<file path="config.mk">
export PLATFORM = sky130hd
export DESIGN_NAME = pixel_plot_sink
export DESIGN_NICKNAME = d
export VERILOG_FILES = /design/src/rtl/pixel_plot_sink_pkg.sv /design/src/rtl/pixel_plot_sink_fifo.sv /design/src/rtl/pixel_plot_sink.sv
export SDC_FILE = /design/constraint.sdc
export NUM_CORES = 1
export LEC_CHECK = 0
export ABC_AREA = 1
export CAP_MARGIN = 20
export CORE_MARGIN = 5
export CORE_UTILIZATION = 40
export CTS_CLUSTER_DIAMETER = 80
export DETAILED_ROUTE_END_ITERATION = 10
export GPL_TIMING_DRIVEN = 1
export HOLD_SLACK_MARGIN = 0.15
export PLACE_DENSITY = 0.67
export SYNTH_ARGS = -nofsm -noshare
export SYNTH_HDL_FRONTEND = slang
export SYNTH_SLANG_ARGS = --single-unit
</file>
<file path="constraint.sdc">
create_clock -name clk -period 2.95 [get_ports clk]
set_input_delay 0.295 -clock clk [delete_from_list [all_inputs] [get_ports clk]]
set_output_delay 0.295 -clock clk [all_outputs]
set_load 0.02 [all_outputs]
</file>
<file path="src/rtl/pixel_plot_sink_pkg.sv">
// Shared game package: screen geometry, framebuffer address width,
// sink state encoding and the plot-request entry layout.
package pixel_plot_sink_pkg;

    localparam int unsigned DEF_SCR_W = 160;
    localparam int unsigned DEF_SCR_H = 120;
    localparam int unsigned ADDR_W    = 15;
    localparam int unsigned ENTRY_W   = 18;

    typedef enum logic [1:0] {
        ST_IDLE  = 2'd0,
        ST_DRAIN = 2'd1,
        ST_CLEAR = 2'd2
    } state_t;

    typedef struct packed {
        logic [7:0] x;
        logic [6:0] y;
        logic [2:0] colour;
    } plot_entry_t;

    // Linear framebuffer address y*w + x, truncated to the address width.
    function automatic logic [ADDR_W-1:0] pix_addr(input logic [7:0] x,
                                                   input logic [6:0] y,
                                                   input int unsigned w);
        logic [31:0] a;
        a = 32'(y) * w + 32'(x);
        return a[ADDR_W-1:0];
    endfunction

endpackage

</file>
<file path="src/rtl/pixel_plot_sink_fifo.sv">
// Plot-request FIFO. DEPTH must be a power of two so the pointers wrap
// naturally; the extra pointer bit separates full from empty.
module plot_fifo #(
    parameter int unsigned DEPTH = 4,
    parameter int unsigned WIDTH = 18
)(
    input  logic             clk,
    input  logic             resetn,
    input  logic             push,
    input  logic             pop,
    input  logic [WIDTH-1:0] din,
    output logic [WIDTH-1:0] dout,
    output logic             full,
    output logic             empty
);
    localparam int unsigned AW = $clog2(DEPTH);

    logic [WIDTH-1:0] mem [DEPTH];
    logic [AW:0]      wr_ptr, rd_ptr;
    logic             do_push, do_pop;

    // Overflowing pushes and underflowing pops are dropped here.
    assign do_push = push && !full;
    assign do_pop  = pop && !empty;
    assign empty   = (wr_ptr == rd_ptr);
    assign full    = (wr_ptr[AW] != rd_ptr[AW]) &&
                     (wr_ptr[AW-1:0] == rd_ptr[AW-1:0]);
    assign dout    = mem[rd_ptr[AW-1:0]];

    // Storage write; contents need no reset since the pointers gate them.
    always_ff @(posedge clk) begin
        if (do_push) mem[wr_ptr[AW-1:0]] <= din;
    end

    // Pointer update with synchronous reset.
    always_ff @(posedge clk) begin
        if (!resetn) begin
            wr_ptr <= '0;
            rd_ptr <= '0;
        end else begin
            if (do_push) wr_ptr <= wr_ptr + 1'b1;
            if (do_pop)  rd_ptr <= rd_ptr + 1'b1;
        end
    end

endmodule

</file>
<file path="src/rtl/pixel_plot_sink.sv">
// Pixel plot sink: buffers plot requests from the drawing engine, turns
// them into framebuffer writes, and runs full-screen clear sweeps.
module pixel_plot_sink
    import pixel_plot_sink_pkg::*;
#(
    parameter int unsigned SCR_W      = DEF_SCR_W,
    parameter int unsigned SCR_H      = DEF_SCR_H,
    parameter int unsigned FIFO_DEPTH = 4,
    parameter logic [2:0]  BG_COLOUR  = 3'b000
)(
    input  logic              clk,
    input  logic              resetn,
    input  logic              plot_valid,
    output logic              plot_ready,
    input  logic [7:0]        plot_x,
    input  logic [6:0]        plot_y,
    input  logic [2:0]        plot_colour,
    input  logic              clear_req,
    output logic              fb_we,
    output logic [ADDR_W-1:0] fb_addr,
    output logic [2:0]        fb_data,
    output logic              busy,
    output logic [7:0]        drop_count
);
    localparam int unsigned       NPIX      = SCR_W * SCR_H;
    localparam logic [ADDR_W-1:0] LAST_ADDR = ADDR_W'(NPIX - 1);

    state_t            state, state_nx;
    logic              pending;
    logic [ADDR_W-1:0] clr_addr;
    logic              fifo_full, fifo_empty, push, pop, last_clr, in_range;
    plot_entry_t       wr_entry, rd_entry;

    assign wr_entry   = {plot_x, plot_y, plot_colour};
    assign plot_ready = !(fifo_full || state == ST_CLEAR || pending);
    assign push       = plot_valid && plot_ready;
    assign pop        = (state == ST_DRAIN) && !fifo_empty;
    assign last_clr   = (clr_addr == LAST_ADDR);
    assign in_range   = (32'(rd_entry.x) < SCR_W) && (32'(rd_entry.y) < SCR_H);
    // A write still on the bus keeps busy high so it falls after the last write.
    assign busy       = !fifo_empty || pending || (state == ST_CLEAR) || fb_we;

    plot_fifo #(.DEPTH(FIFO_DEPTH), .WIDTH(ENTRY_W)) u_fifo (
        .clk    (clk),
        .resetn (resetn),
        .push   (push),
        .pop    (pop),
        .din    (wr_entry),
        .dout   (rd_entry),
        .full   (fifo_full),
        .empty  (fifo_empty)
    );

    // Next state: queued pixels always drain before a pending clear starts.
    always_comb begin
        state_nx = state;
        case (state)
            ST_IDLE: begin
                if (pending && fifo_empty) state_nx = ST_CLEAR;
                else if (!fifo_empty)      state_nx = ST_DRAIN;
            end
            ST_DRAIN: begin
                if (fifo_empty) state_nx = pending ? ST_CLEAR : ST_IDLE;
            end
            ST_CLEAR: begin
                if (last_clr) state_nx = ST_IDLE;
            end
            default: state_nx = ST_IDLE;
        endcase
    end

    // State, clear bookkeeping, drop counter and registered write port.
    always_ff @(posedge clk) begin
        if (!resetn) begin
            state      <= ST_IDLE;
            pending    <= 1'b0;
            clr_addr   <= '0;
            drop_count <= '0;
            fb_we      <= 1'b0;
            fb_addr    <= '0;
            fb_data    <= '0;
        end else begin
            state <= state_nx;
            fb_we <= 1'b0;

            // Pending is consumed on entry to CLEAR; extra pulses are not queued.
            if (state_nx == ST_CLEAR && state != ST_CLEAR) pending <= 1'b0;
            else if (clear_req && state != ST_CLEAR)       pending <= 1'b1;

            if (state == ST_CLEAR) begin
                fb_we    <= 1'b1;
                fb_addr  <= clr_addr;
                fb_data  <= BG_COLOUR;
                clr_addr <= last_clr ? '0 : clr_addr + ADDR_W'(1);
            end else if (pop) begin
                if (in_range) begin
                    fb_we   <= 1'b1;
                    fb_addr <= pix_addr(rd_entry.x, rd_entry.y, SCR_W);
                    fb_data <= rd_entry.colour;
                end else if (drop_count != 8'hFF) begin
                    drop_count <= drop_count + 8'd1;
                end
            end
        end
    end

endmodule

</file>
==> reports/results.ini, run 1 <==
[synth]
synth_enable_flop_cells = 72
synth_most_common_cell = nand2_1
syn_area_um2 = 5890
synth-seq-cells = 125
yosysTopAreaCellShare_pct = 36.7
ys_warn_count = 0
synth_top_cell_by_area = edfxtp_1
async_reset_ff_share_pct = 0
synth_common_cells = nand2_1 (149), nor2_1 (79), edfxtp_1 (72), inv_1 (68)
synth_ff_type = edfxtp_1
synth_area_leaders = edfxtp_1 (37%), dfxtp_1 (18%), nand2_1 (9.5%)
syn_area_per_cell_um2 = 8.96
synth_cells = 657
synth_cell_types = 37
ys_seq_area_share_pct = 54.8
postSynthNetCount = 701

[floorplanning]
die_width_um = 131
die_area_um2 = 17200
io_pins = 51
fp-row-count = 44
fp.dieH_um = 131
core-area_um2 = 14500
start_util_pct = 40.6

[global_routing]
grt_pass1_wl_um = 21800
grt_max_degree = 28
use_met3_pct = 4.40
grtUsageTotal_pct = 15.4
grt_util_met1_pct = 20.2
antenna_found_initial = 0
grtUsageMet2_pct = 24.8
grt_pass1_vias = 4494
grt_remaining_overflow = 0
grt.busiest_layer = met2

[sta]
worst_pin_slew_ns = 0.437
clock_skew_ns = 0.00741
worst_slack_ns = 0.192
slew_violations = 0
finalCritPeriodShare_pct = 93.5
setup_viol = 0
timing.fmax_ghz = 0.363
slew_headroom_pct = 70.8
hold_violations = 0
min_period_ns = 2.76
fin_hold_ws_ns = 0.473

[place]
io_buffers = 50
pre_cts_slack_ns = -0.0866
hpwlAfterDp_um = 9110
place.gp.congestion = 0.812
placedInstanceArea_um2 = 6620

[outcome]
status = complete, no violations

[worst_hold_path]
min_from = fb_data[0]
hp-class = flop to flop

[run]
drv_cap = 0

[cells_and_area]
drive_above_1_share_pct = 10.8
syn_to_final_growth_pct = 23.0
antenna_cells = 0
design_area_um2 = 7240
finalNetCount = 769

[routing]
via_per_inst = 4.90
wl_um = 13000
drt_iter0_markers = 269
dr.pass1.iters = 4
ant_nets = 0
vias = 4519
drcViolationCount = 0
routedWlPerCell_um = 14.1

[power_and_ir_drop]
p_leak_nw = 2.87
ir_drop_mv = 0.577
power_density_nw_per_um2 = 1100

[setup_path]
endpoint_kind = flop
critPathArrivalTime_ns = 3.05
critPathKind = flop to flop
start_kind = flop
path_max_fanout = 11
worstPathRequired_ns = 3.25

[clock_tree]
h-tree-depth = 4
clk_path_buf_depth = 2
hold_buffers = 0
ctsRootBufferMaster = clkbuf_16
clock-sinks = 125
cts_tree = built
numCtsBuffers = 17
clock_latency_ns = 0.41
clkSlewWorstSetupHoldPaths_ns = 0.05

## worst paths after layout
kind	endpoint	slack, ns	cells after the start
max	fb_addr[12]	0.19	17
min	fb_data[0]	0.47	2
max reg2reg	fb_addr[12]	0.19	17
min reg2reg	fb_data[0]	0.47	2
## metrics by stage
step                TNS [ns]  util, %  cells  power, mW
floorplan                  0        -    657       4.87
global placement           0     45.7    888       5.73
detailed placement    -0.167     45.7    888       5.82
CTS                        0     49.6    920       7.77
global route         -0.0430     50.0    922       8.57
finish                     0     50.0    922       7.96
## layer usage
layer,part of all wire (%),up-vias
li1,-,2321
met1,48,2111
met2,48,79
met3,3.2,8
met4,0.76,0
met5,0,-
## what timing repair did
action,4_1_cts,5_1_grt
endpoints found under the setup margin,5,5
setup buffers,0,2
pin swaps,0,10
gates cloned,0,0
resized for setup,2,14
## worst max-delay path: stages, from the launching register on
cell     delay (ns)
dfxtp_1        0.34
inv_2          0.20
a21oi_1        0.08
a32oi_2        0.27
ha_4           0.25
ha_2           0.18
inv_2          0.07
fa_2           0.45
nor2_4         0.11
nand3_1        0.09
nand2_2        0.09
nand2_1        0.07
o21ai_0        0.15
nand2_1        0.06
nand2_1        0.06
nand3_1        0.07
nand2_1        0.06
inv_1          0.04
## power by group
| group | switching [mW] | internal, mW | total [mW] |
|---|---|---|---|
| Clock | 0.699 | 1.20 | 1.90 |
| Combinational | 2.37 | 1.44 | 3.81 |
| Sequential | 0.126 | 2.12 | 2.24 |
| Total | 3.20 | 4.76 | 7.96 |
## cell type report
| class | instances | area, µm² |
|---|---|---|
| well taps | 184 | 230 |
| clock buffers | 27 | 523 |
| clock inverters | 5 | 31.3 |
| fillers | 1267 | 7240 |
| inverters | 71 | 269 |
| flip-flops and latches | 125 | 3230 |
| repair buffers | 69 | 654 |
| multi-input cells | 441 | 2310 |
## logic make-up (layout without fill, tap and decap cells)
family                     after synthesis  after routing  share of synthesized area [%]
buffers and inverters                   91            172                           6.80
and+or+nand+nor                        316            316                           22.8
AOI/OAI and AO/OA                       88             88                           8.44
xor gates and xnor gates                15             15                           2.23
adders and majority gates               22             22                           4.93
DFF                                    125            125                           54.8
## cell usage in the layout (no fill, tap or decap), types with 2 or more instances in the layout
cell type / count
ha_2: 2
xnor2_1: 3
inv_1: 67
edfxtp_1: 72
nand2_2: 7
clkdlybuf4s50_1: 50
clkbuf_8: 6
nor2_4: 2
nand4_1: 5
dfxtp_1: 52
xor2_1: 12
a21oi_1: 38
nor2_2: 8
nor3_1: 13
o21ai_0: 29
a32o_1: 4
clkbuf_16: 17
o21ai_2: 2
nor2_1: 76
buf_4: 17
clkinv_2: 3
ha_1: 17
a211oi_1: 3
o22ai_1: 7
clkbuf_1: 4
o211ai_1: 2
nand2_1: 147
inv_2: 3
nand3_1: 53
## flip-flops by register name, indices dropped and copies added (netlist names), named ones only
register	cells
u_fifo.rd_ptr	3
u_fifo.mem	72
pending	1
u_fifo.wr_ptr	3
clr_addr	15
fb_we	1
fb_data	3
state	2
drop_count	8
fb_addr	15
(Power assumes the default switching activity.)
==> run 2, diff against run 1 <==
Settings changed: GPL_ROUTABILITY_DRIVEN set to 0, SETUP_SLACK_MARGIN set to 0.15.
==> reports/results.ini, run 2 (synthesized netlist as in run 1, its figures left out) <==
[setup_path]
start_kind = flop
endpoint_kind = flop
crit_top_cell = nand2_1
rrSetupSlack_ns = 0.22  ; +0.03 ns
path_cells = clkinv_8 > o21ai_0 > o22ai_2 > ha_2 > ha_4 > inv_2 > fa_2 > nor2_4 > nand2_1 > nand2_2 > nand2_1 > o21ai_1 > nand2_1 > nand2_1 > nand3_1 > nand2_1 > inv_1
crit_path_top_delay_cell = fa_2
r2r_end = fb_addr[12]
path_max_fanout = 12  ; +1
critPathArrivalTime_ns = 3.04  ; about the same
worstPathRequired_ns = 3.26  ; about the same
ff2ff_path_depth = 17  ; unchanged
critPathKind = flop to flop
max_stage_delay_ns = 0.45  ; about the same

[floorplanning]
die_area_um2 = 17200  ; unchanged
die_width_um = 131  ; unchanged
fp-row-count = 44  ; unchanged
fp.dieH_um = 131  ; unchanged
io_pins = 51  ; unchanged
start_util_pct = 40.6  ; unchanged
core-area_um2 = 14500  ; unchanged

[power_and_ir_drop]
p_leak_nw = 2.93  ; +2.4%
power_density_nw_per_um2 = 1150  ; +4.3%
ir_drop_mv = 0.586  ; +1.6%

[cells_and_area]
largest_reg_flops = 72  ; unchanged
layout_common_cells = nand2_1 (142), nor2_1 (76), edfxtp_1 (72), inv_1 (63), dfxtp_1 (51)
drive_above_1_share_pct = 14.8  ; +3.9 points
final_common_cell = nand2_1
finalNetCount = 775  ; +0.78%
post-route-util_pct = 51.8  ; +1.8 points
syn_to_final_growth_pct = 27.4
antenna_cells = 0  ; unchanged

[worst_hold_path]
hold_end = state[0]
min_from = state[1]
whs_path_depth = 1  ; -1
hp-class = flop to flop

[global_routing]
grt_pass1_wl_um = 21500  ; -1.6%
grt_pass1_vias = 4401  ; -2.1%
antenna_found_initial = 0  ; unchanged
grtUsageTotal_pct = 15.3  ; -0.068 points
grt_max_degree = 28  ; unchanged
grt_remaining_overflow = 0  ; unchanged

[routing]
drcViolationCount = 0  ; unchanged
via_per_inst = 5.01  ; +2.2%
ant_nets = 0  ; unchanged
routedWlPerCell_um = 14.4  ; +1.8%
vias = 4650  ; +2.9%
dr.pass1.iters = 5  ; +1
wl_um = 13300  ; +2.4%
drt_iter0_markers = 368  ; +37%

[clock_tree]
h-tree-depth = 4  ; unchanged
ctsRootBufferMaster = clkbuf_16
cts_tree = built
clkSlewWorstSetupHoldPaths_ns = 0.06  ; about the same
clock-sinks = 125  ; unchanged
numCtsBuffers = 17  ; unchanged
hold_buffers = 0  ; unchanged
clk_path_buf_depth = 2  ; unchanged
clock_latency_ns = 0.43  ; +0.02 ns

[sta]
setup_tns_ns = 0  ; unchanged
finalCritPeriodShare_pct = 92.4  ; -1.1 points
timing.fmax_ghz = 0.367  ; +1.2%
slew_headroom_pct = 70.2  ; -0.56 points
setup_viol = 0  ; unchanged
min_period_ns = 2.73  ; -0.0327 ns
rsz0062_at_grt = yes
hold_violations = 0  ; unchanged
clock_skew_ns = 0.0129  ; +0.00549 ns
worst_pin_slew_ns = 0.446  ; +0.00842 ns
slew_violations = 0  ; unchanged

[place]
io_buffers = 50  ; unchanged
hpwlAfterDp_um = 9060  ; -0.52%

[run]
drv_cap = 0  ; unchanged

[outcome]
status = complete, no violations

## run 2: cell types whose count changed in the layout (fill, tap and decap cells not counted), sizes merged
cell      change
buf           +4
bufinv        +2
clkbuf        -9
clkinv        +3
clkinvlp      +1
inv           +5
## run 2: final cells by class
type,instances,area [µm²]
fill,1329,6980
sequential,125,3230
tap,184,230
inverter,71,284
clock buffer,17,425
timing repair inverter,1,8.76
clock inverter,15,161
multi-input combinational,441,2430
timing repair buffer,74,727
## run 2: worst max path at each step
stage	from	endpoint	depth (start not counted)
2_1_floorplan	flop	fb_addr[12]	20
6_report	flop	fb_addr[12]	17
5_1_grt	flop	fb_addr[12]	17
3_5_place_dp	flop	fb_addr[12]	17
3_3_place_gp	flop	fb_addr[12]	17
4_1_cts	flop	fb_addr[13]	16
## run 2: per-layer routing
metal	routed length [µm]	track usage (%)
met5	0	0
met2	6730	24.8
met4	218	6.17
met1	5890	19.6
met3	509	3.98
## run 2: critical path, delay by kind of cell, from the launching register on
family / cells / cell delay (ns)
AOI/OAI and AO/OA: 3 / 0.50
DFF: 1 / 0.43
adders and majority gates: 3 / 0.84
and+or+nand+nor: 8 / 0.66
buffers and inverters: 3 / 0.18
## run 2: metrics by stage
| step | power, mW | hold slack [ns] | worst slack, ns | cells | instance area, µm² |
|---|---|---|---|---|---|
| 6_report | 8.59 | 0.461 | 0.225 | 928 | 7500 |
| 5_1_grt | 9.24 | 0.501 | 0.0487 | 928 | 7500 |
| 4_1_cts | 8.03 | 0.464 | 0.157 | 924 | 7290 |
| 3_5_place_dp | 5.80 | 0.455 | 0.0364 | 885 | 6610 |
| 3_3_place_gp | 5.72 | 0.434 | 0.103 | 885 | 6610 |
| 2_1_floorplan | 4.93 | 0.394 | 0.145 | 657 | 5910 |
## run 2: where the power goes
| part | switching, mW | internal, mW | leakage (nW) |
|---|---|---|---|
| Combinational | 2.58 | 1.71 | 1.56 |
| Clock | 0.793 | 1.25 | 0.284 |
| Sequential | 0.137 | 2.12 | 1.09 |
| Total | 3.51 | 5.08 | 2.93 |
## run 2: what timing repair did
action                     in CTS  in global routing
gates cloned                    0                  2
setup endpoints to repair       5                  5
setup buffers                   7                  2
pin swaps                       6                 12
gates resized for setup        11                 39
